File: src/rtl/cipher_block_serializer.sv
// Fetches BLOCK_COUNT ciphertext blocks from the data memory read port and
// streams each one out MSB-first as OUT_WIDTH beats over a valid/ready handshake.
module cipher_block_serializer #(
  parameter int BLOCK_WIDTH = 128,
  parameter int OUT_WIDTH   = 8,
  parameter int BLOCK_COUNT = 4
) (
  input  logic                   clk,
  input  logic                   rst,
  input  logic                   start,
  output logic                   read_enable,
  input  logic [BLOCK_WIDTH-1:0] read_data,
  input  logic                   data_ready,
  output logic [OUT_WIDTH-1:0]   out_data,
  output logic                   out_valid,
  input  logic                   out_ready,
  output logic                   busy,
  output logic                   done
);

  localparam int BEATS  = BLOCK_WIDTH / OUT_WIDTH;
  localparam int BEAT_W = (BEATS > 1) ? $clog2(BEATS) : 1;
  localparam logic [BEAT_W-1:0] LAST_BEAT  = BEAT_W'(BEATS - 1);
  localparam logic [15:0]       LAST_BLOCK = 16'(BLOCK_COUNT - 1);

  typedef enum logic [1:0] {IDLE, REQ, SHIFT, DONE} state_t;

  state_t                 state;
  logic [BLOCK_WIDTH-1:0] shift_reg;
  logic [BEAT_W-1:0]      beat_cnt;
  logic [15:0]            block_cnt;
  logic                   dr_q;
  logic                   rise;

  // Only a fresh rising edge counts, so a data_ready level left high from the
  // previous block cannot be mistaken for a new completion.
  assign rise     = data_ready & ~dr_q;
  assign out_data = shift_reg[BLOCK_WIDTH-1 -: OUT_WIDTH];

  always_ff @(posedge clk or posedge rst) begin
    if (rst) dr_q <= 1'b0;
    else     dr_q <= data_ready;
  end

  always_ff @(posedge clk or posedge rst) begin
    if (rst) begin
      state       <= IDLE;
      shift_reg   <= '0;
      beat_cnt    <= '0;
      block_cnt   <= '0;
      read_enable <= 1'b0;
      out_valid   <= 1'b0;
      busy        <= 1'b0;
      done        <= 1'b0;
    end else begin
      case (state)
        IDLE: begin
          read_enable <= 1'b0;
          out_valid   <= 1'b0;
          done        <= 1'b0;
          busy        <= 1'b0;
          if (start) begin
            block_cnt   <= '0;
            busy        <= 1'b1;
            read_enable <= 1'b1;
            state       <= REQ;
          end
        end

        REQ: begin
          if (rise) begin
            shift_reg   <= read_data;
            beat_cnt    <= '0;
            read_enable <= 1'b0;
            out_valid   <= 1'b1;
            state       <= SHIFT;
          end
        end

        SHIFT: begin
          if (out_valid && out_ready) begin
            shift_reg <= shift_reg << OUT_WIDTH;
            // The beat counter stops on the last beat; the block decision is taken here.
            if (beat_cnt == LAST_BEAT) begin
              out_valid <= 1'b0;
              if (block_cnt == LAST_BLOCK) begin
                done  <= 1'b1;
                state <= DONE;
              end else begin
                block_cnt   <= block_cnt + 16'd1;
                read_enable <= 1'b1;
                state       <= REQ;
              end
            end else begin
              beat_cnt <= beat_cnt + BEAT_W'(1);
            end
          end
        end

        DONE: begin
          done  <= 1'b0;
          busy  <= 1'b0;
          state <= IDLE;
        end

        default: state <= IDLE;
      endcase
    end
  end

endmodule

File: config.mk
export PLATFORM = sky130hd
export DESIGN_NAME = cipher_block_serializer
export DESIGN_NICKNAME = d
export VERILOG_FILES = /design/src/rtl/cipher_block_serializer.sv
export SDC_FILE = /design/constraint.sdc
export NUM_CORES = 1
export LEC_CHECK = 0
export BUFFER_PORTS_ARGS = -buffer_cell sky130_fd_sc_hd__clkbuf_2
export CORE_UTILIZATION = 55
export DETAILED_ROUTE_END_ITERATION = 8
export HOLD_SLACK_MARGIN = 0.08
export PLACE_DENSITY = 0.87
export SLEW_MARGIN = 5
export SYNTH_ARGS = -nofsm -noshare
export SYNTH_HDL_FRONTEND = slang
export SYNTH_SLANG_ARGS = --single-unit
File: constraint.sdc
create_clock -name clk -period 6 [get_ports clk]
set_input_delay 1.2 -clock clk [delete_from_list [all_inputs] [get_ports clk]]
set_output_delay 1.2 -clock clk [all_outputs]
set_load 0.005 [all_outputs]
* Word-level counts from Yosys, hierarchy flattened
Index checks and enable logic that the tools add are counted.
** Cells by class
- Muxes and demuxes :: 33
- Add/sub/neg operators :: 2
- Equal/unequal tests :: 12
- Bitwise operators :: 2
- Reduce and logical (&&, ||, !) cells :: 15
** Operator list (number)
- $mux W128 :: 2
- $pmux W128 S2 :: 1
- $mux W16 :: 4
- $pmux W16 S2 :: 1
- $add A16 B1 Y16 const B :: 1
- $eq A16 B2 Y1 const B :: 1
- $reduce_and A4 Y1 :: 4
- $ne A2 B2 Y1 const B :: 7
- $mux W4 :: 3
- $mux W1 :: 11
- $mux W2 :: 5
- $reduce_and A5 Y1 :: 2
- $pmux W2 S4 :: 1
- $pmux W4 S2 :: 1
- $reduce_bool A2 Y1 :: 4
- $pmux W1 S3 :: 2
- $add A4 B1 Y4 const B :: 1
- $eq A2 B2 Y1 const B :: 2
- $eq A4 B4 Y1 const B :: 1
- $pmux W1 S2 :: 2
- $reduce_and A3 Y1 :: 1
- $reduce_bool A3 Y1 :: 1
- $eq A2 B1 Y1 const B :: 1
- $logic_not A2 Y1 :: 1
- other kinds (4) :: 4
** Storage, ports and cells
- Register bits :: 155
- Logic and storage cells :: 73
- Output and inout bits :: 12
- Input bits :: 133

* Depth between registers and ports, before layout
Gate-level depths: netlist of the first run.
- Depth after elaboration :: 5
- Mapped depth :: 9
- Depth with buffers taken out :: 6

* Least setup slack after synthesis of the first run
OpenSTA, ideal clock, no wires.
- Path type :: input-to-reg
- Start point :: input out_ready
- End point :: register block_cnt[4]
- Path buffers :: 1
- Stages on the path :: 5
- Library setup time :: 0.101 ns
- Slack :: 3.639 ns
- Arrival time :: 2.261 ns
- Cell sequence :: a21boi_1 a211o_1 or2_1 buf_2 o311ai_2
** On the way
- Longest elaborated chain between the ends :: 3
** RTL lines
- start, declared :: line 16 : input logic out_ready,
- $logic_and A1 B1 Y1 :: line 81 : if (out_valid && out_ready) begin
- $ne A2 B2 Y1 (no source line)
- $reduce_and A5 Y1 (no source line)
- end signal, assigned :: line 90 : block_cnt <= block_cnt + 16'd1;
- end, declared :: line 31 : logic [15:0] block_cnt;
No other way between the ends.
A chain may end at the register's enable or synchronous reset.

* Worst setup path in the final report of the first run
- Start point :: register state[0]
- End point :: register shift_reg[33]
** On the way
- Longest elaborated chain between the ends :: 3
** RTL lines
- start, declared :: line 28 : state_t state;
- start signal, assigned :: line 47 : state <= IDLE;
- start signal, assigned :: line 66 : state <= REQ;
- start signal, assigned :: line 76 : state <= SHIFT;
- $eq A2 B1 Y1 / $eq A2 B2 Y1 (equally long branches) :: line 56 : case (state)
- $ne A2 B2 Y1 (no source line) / $reduce_bool A2 Y1 (equally long branches)
- $reduce_and A3 Y1 (no source line)
- end signal, assigned :: line 72 : shift_reg <= read_data;
- end signal, assigned :: line 82 : shift_reg <= shift_reg << OUT_WIDTH;
- end, declared :: line 29 : logic [BLOCK_WIDTH-1:0] shift_reg;
Several ways; a longest one is shown, not always the timed one.

==> flow_summary_export.csv, run 1 <==
group,metric,value,unit
run_status,outcome,"finished clean",
drt,viasPerCell,5.577,
critical_path,critPathMostFrequentCell,"buf_4",
die,num_io_pins,145,
power_and_ir_drop,total_power,4.912,mW
critical_path,r2r_cells,8,
sta,period_needed,3.261,ns
clocking,postCtsHoldBufs,0,
global_routing,grt_pass1_vias,5732,
power_and_ir_drop,ir_drop,401.5,uV
drt,topRoutingLayerUsed,"met4",
sta,drv_slew,0,
sta,rsz0062_at_grt,"no",
drt,post_drt_wl_per_cell,15.91,um
critical_path,cpPeakStageDelay,0.98,ns
synth,synth_area,7536,um2
min_path,holdPathStages,1,
synth,synth-seq-cells,155,
critical_path,path_max_fanout,134,
synth,syn_area_per_cell,10.07,um2
sta,setup_ws,2.739,ns
global_routing,grt_max_degree,135,
layout,nNetsFinal,994,
critical_path,path_cells,"inv_1, ha_4, a21boi_1, a211oi_4, buf_4, buf_4, nor2_1, a21oi_1",
power_and_ir_drop,p_leak,3.803,nW
critical_path,cp_slowest_cell,"buf_4",
die,die_x,119.1,um
die,die_area,14170,um2
clocking,clock_latency,0.42,ns
global_routing,grt_pass1_wl,27490,um
critical_path,cp.depth,8,
global_routing,grt-ovfl-total,0,
sta,slew_headroom,0.2021,
layout,final_cell_mix,"dfrtp_1 (155), clkbuf_2 (144), a21oi_1 (127), mux2i_1 (123), nor2_1 (123)",
clocking,cts_made_buffers,17,
critical_path,worstSetupPathType,"reg -> reg",
placement,pre_cts_ws,2.519,ns
sta,hold_viol,0,
clocking,post_cts_buffers,0,
clocking,clock-sinks,155,
layout,antenna_cells,0,
layout,largest_reg_flops,128,
critical_path,critPathLaunch,"state[0]$_DFFE_PP0P_",
sta,max_freq,0.3066,GHz
synth,synth_fp_nets,888,
run,maxCapViolCount,0,
clocking,cts-root-buf,"clkbuf_16",
die,rows,42,
drt,drc_errors,0,
drt,num_vias,5817,
layout,layout_commonest_cell,"dfrtp_1",
min_path,hold_path_class,"reg -> reg",
min_path,worstHoldStart,"block_cnt[0]$_DFFE_PP0P_",
die,core,13300,um2
layout,syn_to_final_growth,16.92,%
die,initial_utilization,0.5668,
critical_path,worstPathRequired,6.34,ns
placement,port_buffers,144,
global_routing,antenna_found_initial,0,
power_and_ir_drop,power_density,557.5,nW/um2
synth,synth_edf_count,0,
critical_path,cp-end-kind,"register",
synth,yosysSeqAreaShare,0.5147,
placement,placed_cells,1011,
drt,detail-route-antenna-nets,0,
drt,wl_met2,8095,um
critical_path,crit_family,"buffers and inverters",
sta,fin_crit_sh,0.5435,
placement,hpwl,10960,um
sta,final.setup.tns,0,ns
critical_path,cp_num_buf_inv,3,
drt,first_iter_violations,337,
clocking,cts_buffer_depth,2,
drt,wl_met1,7114,um
synth,yosysWarnings,0,
die,fp.dieH,119.1,um
critical_path,rr_startpoint,"state[0]$_DFFE_PP0P_",
critical_path,start_kind,"register",
synth,ys_async_sr_fraction,1.000,
drt,route.met3.wl,1003,um
synth,synth_ff_type,"dfrtp_1",
sta,skew,0.006116,ns
critical_path,arrival,3.60,ns
sta,worstMarginPinSlew,1.197,ns
synth,netlist_instances,748,
drt,wirelength,16590,um
drt,dr.pass1.iters,5,
layout,stdcell_count,1043,
synth,synth.distinct_cells,45,
clocking,clk_pin_slew,0.06,ns
clocking,htree_num_levels,4,
clocking,ctsResizeCount,0,
clocking,cts_tree,"done",
sta,setup_viol,0,
layout,drive_above_1_share,0.2191,
placement,gp_congestion,0.8059,
global_routing,track_usage,0.2460,
## where the power goes
| group | switching (mW) | internal, mW |
|---|---|---|
| Combinational | 1.24 | 0.778 |
| Clock | 0.405 | 0.622 |
| Sequential | 0.305 | 1.56 |
| Total | 1.95 | 2.96 |
## routing by layer
layer,GRT usage,vias to the layer above
met1,0.3164,2785
li1,-,2853
met3,0.07040,27
met4,0.09652,0
met2,0.3928,152
met5,0,-
## Yosys cell counts (3+ instances only)
cell type    n  area [um2]
buf_4        8       60.06
o31ai_1     16       120.1
clkbuf_1    21       78.83
a41oi_1      5       43.79
and2_1       5       31.28
a31oi_1      3       18.77
a21oi_1    127       635.6
and4_1       5       43.79
buf_2       24       120.1
mux2i_1    123        1231
nand3b_1     6       45.04
dfrtp_1    155        3879
nor2_1     123       461.7
o221ai_1     4       35.03
o21ai_0     20       100.1
nor4_1       4       25.02
ha_1         7       87.58
nand2_1     17       63.81
inv_1       15       56.30
buf_1        9       33.78
and3_1       6       37.54
mux2_2       3       33.78
o21ai_1      4       20.02
nand3_1     15       75.07
## through the flow
| stage | utilization | hold slack [ns] | instance area (um2) |
|---|---|---|---|
| after floorplan | - | 0.4624 | 7536 |
| after global placement | 0.6200 | 0.4786 | 8243 |
| after detailed placement | 0.6200 | 0.4928 | 8243 |
| after CTS | 0.6627 | 0.4995 | 8811 |
| after global routing | 0.6627 | 0.5212 | 8811 |
| final | 0.6627 | 0.5009 | 8811 |
## path summary, 6_finish.rpt
| check | endpoint | slack, ns |
|---|---|---|
| max in group asynchronous | shift_reg[94]$_DFFE_PP0P_ | 3.83 |
| max | shift_reg[33]$_DFFE_PP0P_ | 2.74 |
| min reg2reg | block_cnt[0]$_DFFE_PP0P_ | 0.50 |
| max reg2reg | shift_reg[33]$_DFFE_PP0P_ | 2.74 |
| min in group asynchronous | shift_reg[53]$_DFFE_PP0P_ | 0.97 |
| min | block_cnt[0]$_DFFE_PP0P_ | 0.50 |
## cells by family after synthesis
group,share of synthesized area
AOI/OAI and AO/OA,0.1440
DFF,0.5147
buffers and inverters,0.04782
adders and majority gates,0.01162
muxes,0.1679
and+or+nand+nor,0.1141
## area by class of cell
cell class	count	area (um2)
fill	978	4484
sequential	155	3879
multi-input combinational	515	3317
timing repair buffer	150	765.7
clock buffer	25	505.5
tap	176	220.2
clock inverter	7	62.56
inverter	15	61.31
(Power assumes the default switching activity.)
==> run 2, diff against run 1 <==
--- a/config.mk
+++ b/config.mk
@@ -6,10 +6,10 @@
 export NUM_CORES = 1
 export LEC_CHECK = 0
 export BUFFER_PORTS_ARGS = -buffer_cell sky130_fd_sc_hd__clkbuf_2
-export CORE_UTILIZATION = 55
+export CORE_UTILIZATION = 50
 export DETAILED_ROUTE_END_ITERATION = 8
 export HOLD_SLACK_MARGIN = 0.08
-export PLACE_DENSITY = 0.87
+export PLACE_DENSITY = 0.84
 export SLEW_MARGIN = 5
 export SYNTH_ARGS = -nofsm -noshare
 export SYNTH_HDL_FRONTEND = slang
==> constraint.sdc (replaced) <==
create_clock -name clk -period 2.65 [get_ports clk]
set_input_delay 0.53 -clock clk [delete_from_list [all_inputs] [get_ports clk]]
set_output_delay 0.53 -clock clk [all_outputs]
set_load 0.005 [all_outputs]
==> flow_summary_export.csv, run 2 (synthesis results as in run 1) <==
group,metric,value,unit
critical_path,cp_slowest_cell,"dfrtp_1",
drt,num_vias,5881,
layout,final_cell_mix,"dfrtp_1 (155), clkbuf_2 (144), a21oi_1 (127), mux2i_1 (123), nor2_1 (123)",
die,initial_utilization,0.5146,
sta,hold_viol,0,
sta,max_freq,0.4214,GHz
clocking,clock-sinks,155,
critical_path,worstPathRequired,2.99,ns
layout,largest_reg_flops,128,
sta,period_needed,2.373,ns
global_routing,grt-ovfl-total,0,
global_routing,track_usage,0.2291,
clocking,postCtsHoldBufs,0,
drt,dr.pass1.iters,8,
critical_path,start_kind,"register",
layout,fin_util,0.6146,
critical_path,path_cells,"inv_1, ha_4, a21boi_1, a211oi_4, buf_12, buf_4, nor2_1, a21oi_1",
sta,setup_ws,0.2771,ns
clocking,cts-root-buf,"clkbuf_16",
placement,gp_congestion,0.8784,
drt,drc_errors,8,
drt,wirelength,16920,um
critical_path,rr_startpoint,"state[0]$_DFFE_PP0P_",
power_and_ir_drop,internal_power,6.910,mW
sta,drv_slew,0,
clocking,cts_tree,"done",
drt,viasPerCell,5.548,
power_and_ir_drop,p_sw,4.629,mW
placement,hpwl,11620,um
placement,pre_cts_ws,0.3526,ns
critical_path,r2r_cells,8,
sta,final.setup.tns,0,ns
layout,drive_above_1_share,0.2297,
power_and_ir_drop,ir_drop,681.2,uV
clocking,post_cts_buffers,0,
critical_path,critPathLaunch,"state[0]$_DFFE_PP0P_",
min_path,hold_path_class,"in -> async",
layout,syn_to_final_growth,19.43,%
die,num_io_pins,145,
sta,setup_viol,0,
die,fp.dieH,124.8,um
run_status,failed_checks,"design-rule violations",
power_and_ir_drop,power_density,1282,nW/um2
die,die_area,15570,um2
critical_path,reg2reg_slack,0.28,ns
run,maxCapViolCount,0,
sta,skew,0.01176,ns
sta,worstMarginPinSlew,0.8735,ns
global_routing,antenna_found_initial,1,
critical_path,path_max_fanout,63,
critical_path,crit-reg2reg-capture,"shift_reg[95]$_DFFE_PP0P_",
clocking,clock_latency,0.43,ns
layout,layout_commonest_cell,"dfrtp_1",
critical_path,arrival,2.72,ns
global_routing,grt_pass1_wl,28180,um
clocking,cts_buffer_depth,2,
critical_path,worstSetupPathType,"reg -> reg",
global_routing,grt_pass1_vias,5855,
drt,post_drt_wl_per_cell,15.96,um
critical_path,cp.depth,8,
drt,first_iter_violations,431,
power_and_ir_drop,comb_power_share,0.419,
global_routing,grt_max_degree,93,
critical_path,cpPeakStageDelay,0.42,ns
power_and_ir_drop,switching_share,0.4012,
clocking,htree_num_levels,4,
critical_path,critical_path.endpoint,"shift_reg[95]$_DFFE_PP0P_",
sta,fin_crit_sh,0.8954,
die,core,14640,um2
critical_path,crit_family,"buffers and inverters",
run_status,outcome,"complete, but fails checks",
critical_path,cp_num_buf_inv,3,
power_and_ir_drop,p_leak,3.867,nW
die,die_x,124.8,um
sta,rsz0062_at_grt,"no",
placement,port_buffers,144,
drt,detail-route-antenna-nets,0,
clocking,ctsResizeCount,0,
critical_path,cp-end-kind,"register",
clocking,cts_made_buffers,17,
die,rows,44,
power_and_ir_drop,total_power,11.54,mW
sta,slew_headroom,0.4176,
power_and_ir_drop,p_seq_frac,0.366,
clocking,clk_pin_slew,0.07,ns
layout,nNetsFinal,1002,
power_and_ir_drop,pwr-share-clk,0.215,
## run 2: how the worst min path moves through the flow
| stage | slack [ns] | cells after the start | startpoint | to |
|---|---|---|---|---|
| 2_1_floorplan | 0.46 | 1 | block_cnt[0]$_DFFE_PP0P_ | block_cnt[0]$_DFFE_PP0P_ |
| 3_3_place_gp | 0.50 | 1 | block_cnt[0]$_DFFE_PP0P_ | block_cnt[0]$_DFFE_PP0P_ |
| 3_5_place_dp | 0.50 | 1 | read_enable$_DFFE_PP0P_ | read_enable$_DFFE_PP0P_ |
| 4_1_cts | 0.21 | 1 | data_ready | dr_q$_DFF_PP0_ |
| 5_1_grt | 0.22 | 1 | data_ready | dr_q$_DFF_PP0_ |
| 6_report | 0.22 | 3 | rst | block_cnt[11]$_DFFE_PP0P_ |
## run 2: cell type report
class,instances,area [um2]
inverter,15,60.06
clock buffer,17,425.4
timing repair buffer,158,900.9
tap,184,230.2
multi-input combinational,515,3317
clock inverter,15,185.2
fill,1213,5644
sequential,155,3879
antenna,1,2.502
## run 2: layer usage
| metal | global-route usage | vias to the layer above | wire length, um |
|---|---|---|---|
| met5 | 0 | - | 0 |
| met4 | 0.06899 | 0 | 277 |
| met3 | 0.07131 | 22 | 1067 |
| met2 | 0.3645 | 145 | 8215 |
| met1 | 0.3002 | 2826 | 7354 |
| li1 | - | 2888 | - |
## run 2: worst register-to-register path: stages (launching register included)
cell,delay (ns)
dfrtp_1,0.42
inv_1,0.13
ha_4,0.27
a21boi_1,0.22
a211oi_4,0.28
buf_12,0.29
buf_4,0.42
nor2_1,0.10
a21oi_1,0.16
## run 2: stage by stage
step / std cells / hold WS (ns) / cell area, um2
finish: 1060 / 0.2197 / 9000
global route: 1059 / 0.2209 / 8997
CTS: 1059 / 0.2132 / 8997
detailed placement: 1027 / 0.4992 / 8387
global placement: 1027 / 0.4959 / 8387
floorplan: 748 / 0.4624 / 7540
## run 2: power groups by stage
| stage | sequential, mW | combinational, mW | clock, mW |
|---|---|---|---|
| 2_1_floorplan | 4.00 | 3.87 | 0 |
| 3_3_place_gp | 4.19 | 4.60 | 0 |
| 3_5_place_dp | 4.24 | 4.83 | 0 |
| 4_1_cts | 4.22 | 4.86 | 2.52 |
| 5_1_grt | 4.34 | 5.47 | 2.63 |
| 6_report | 4.22 | 4.84 | 2.48 |
==> run 3, diff against run 2 <==
--- a/config.mk
+++ b/config.mk
@@ -5,11 +5,11 @@
 export SDC_FILE = /design/constraint.sdc
 export NUM_CORES = 1
 export LEC_CHECK = 0
-export BUFFER_PORTS_ARGS = -buffer_cell sky130_fd_sc_hd__clkbuf_2
-export CORE_UTILIZATION = 50
+export CORE_UTILIZATION = 55
 export DETAILED_ROUTE_END_ITERATION = 8
+export DONT_BUFFER_PORTS = 1
 export HOLD_SLACK_MARGIN = 0.08
-export PLACE_DENSITY = 0.84
+export PLACE_DENSITY = 0.81
 export SLEW_MARGIN = 5
 export SYNTH_ARGS = -nofsm -noshare
 export SYNTH_HDL_FRONTEND = slang
==> flow_summary_export.csv, run 3 (synthesis results as in run 1) <==
group,metric,value,unit
run_status,outcome,"finished clean",
drt,viasPerCell,6.001,
drt,wirelength,16680,um
sta,worstMarginPinSlew,0.9158,ns
critical_path,rr_startpoint,"state[0]$_DFFE_PP0P_",
clocking,cts_buffer_depth,2,
die,die_x,119.1,um
clocking,clock_latency,0.42,ns
run,maxCapViolCount,0,
clocking,post_cts_buffers,0,
die,fp.dieH,119.1,um
sta,setup_viol,0,
clocking,clock-sinks,155,
layout,final_cell_mix,"dfrtp_1 (155), a21oi_1 (127), mux2i_1 (123), nor2_1 (123), o21ai_0 (20)",
global_routing,antenna_found_initial,0,
layout,drive_above_1_share,0.06759,
die,core,13300,um2
critical_path,cp-end-kind,"register",
power_and_ir_drop,ir_drop,803.5,uV
drt,dr.pass1.iters,5,
sta,drv_slew,0,
critical_path,worstSetupPathType,"reg -> reg",
global_routing,grt-ovfl-total,0,
clocking,cts-root-buf,"clkbuf_16",
die,rows,42,
global_routing,track_usage,0.2433,
drt,post_drt_wl_per_cell,18.51,um
critical_path,start_kind,"register",
critical_path,r2r_cells,6,
layout,nNetsFinal,854,
min_path,hold_path_class,"in -> reg",
power_and_ir_drop,p_seq_frac,0.379,
layout,antenna_cells,0,
power_and_ir_drop,p_sw,4.423,mW
placement,port_buffers,0,
global_routing,grt_max_degree,156,
clocking,postCtsHoldBufs,0,
clocking,clk_pin_slew,0.06,ns
sta,rsz0062_at_grt,"no",
critical_path,crit-reg2reg-capture,"block_cnt[9]$_DFFE_PP0P_",
sta,fin_crit_sh,0.9109,
critical_path,arrival,2.73,ns
clocking,htree_num_levels,4,
power_and_ir_drop,internal_power,6.824,mW
drt,num_vias,5407,
critical_path,reg2reg_slack,0.24,ns
power_and_ir_drop,power_density,1371,nW/um2
min_path,holdPathStages,0,
layout,layout_commonest_cell,"dfrtp_1",
power_and_ir_drop,total_power,11.25,mW
sta,period_needed,2.414,ns
die,num_io_pins,145,
drt,drc_errors,0,
critical_path,critPathLaunch,"state[0]$_DFFE_PP0P_",
critical_path,critical_path.endpoint,"block_cnt[9]$_DFFE_PP0P_",
sta,skew,0.007957,ns
layout,largest_reg_flops,128,
placement,hpwl,11170,um
global_routing,grt_pass1_vias,5446,
sta,slew_headroom,0.3895,
power_and_ir_drop,pwr-share-clk,0.212,
power_and_ir_drop,p_leak,3.241,nW
clocking,ctsResizeCount,0,
global_routing,grt_pass1_wl,27050,um
clocking,cts_made_buffers,17,
drt,first_iter_violations,410,
power_and_ir_drop,switching_share,0.3933,
critical_path,worstPathRequired,2.97,ns
die,die_area,14170,um2
sta,final.setup.tns,0,ns
power_and_ir_drop,comb_power_share,0.409,
die,initial_utilization,0.5668,
layout,syn_to_final_growth,8.866,%
drt,detail-route-antenna-nets,0,
min_path,worstHoldStart,"data_ready",
layout,n_fill_cell,1029,
placement,gp_congestion,0.8468,
clocking,cts_tree,"done",
critical_path,path_max_fanout,23,
sta,hold_viol,0,
sta,max_freq,0.4142,GHz
[run 3: stage by stage]
step | hold slack [ns] | worst slack [ns] | utilization | std cells | area [um2]
2_1_floorplan | 0.4624 | 0.1611 | - | 748 | 7540
3_3_place_gp | 0.4860 | 0.4258 | 0.5736 | 871 | 7626
3_5_place_dp | 0.4978 | 0.2544 | 0.5736 | 871 | 7626
4_1_cts | 0.1255 | 0.2383 | 0.6171 | 901 | 8204
5_1_grt | 0.1282 | 0.1232 | 0.6171 | 901 | 8204
6_report | 0.1398 | 0.2360 | 0.6171 | 901 | 8204
[run 3: cell type report]
class,count,area (um2),share of cell area
Clock buffer,23,488.0,0.05948
Clock inverter,7,90.09,0.01098
Inverter,15,60.06,0.007320
Multi-Input combinational cell,515,3317,0.4043
Sequential cell,155,3879,0.4728
Tap cell,176,220.2,0.02684
Timing Repair Buffer,10,150.1,0.01830
[run 3: worst min path at each step]
stage                                end  slack, ns
3_5_place_dp   block_cnt[14]$_DFFE_PP0P_       0.50
4_1_cts                   dr_q$_DFF_PP0_       0.13
6_report                  dr_q$_DFF_PP0_       0.14
5_1_grt                   dr_q$_DFF_PP0_       0.13
2_1_floorplan   block_cnt[0]$_DFFE_PP0P_       0.46
3_3_place_gp    block_cnt[0]$_DFFE_PP0P_       0.49
[run 3: metal layers]
| metal | routed length [um] | share of wire | up-vias | track usage |
|---|---|---|---|---|
| met4 | 522 | 0.031 | 0 | 0.1155 |
| li1 | - | - | 2573 | - |
| met3 | 1141 | 0.068 | 43 | 0.07184 |
| met1 | 6858 | 0.41 | 2620 | 0.3057 |
| met5 | 0 | 0 | - | 0 |
| met2 | 8154 | 0.49 | 171 | 0.3855 |
[run 3: power groups by stage]
stage	combinational, mW	sequential, mW	clock, mW
finish	4.60	4.26	2.39
global route	5.19	4.38	2.51
CTS	4.62	4.26	2.42
detailed placement	4.59	4.28	0
global placement	4.33	4.22	0
floorplan	3.87	4.00	0
[run 3: critical path: stages (launching register included)]
cell,delay (ns)
dfrtp_1,0.43
inv_1,0.14
ha_4,0.27
nor4bb_1,0.17
and4_4,0.27
or4b_1,0.70
o31ai_1,0.32
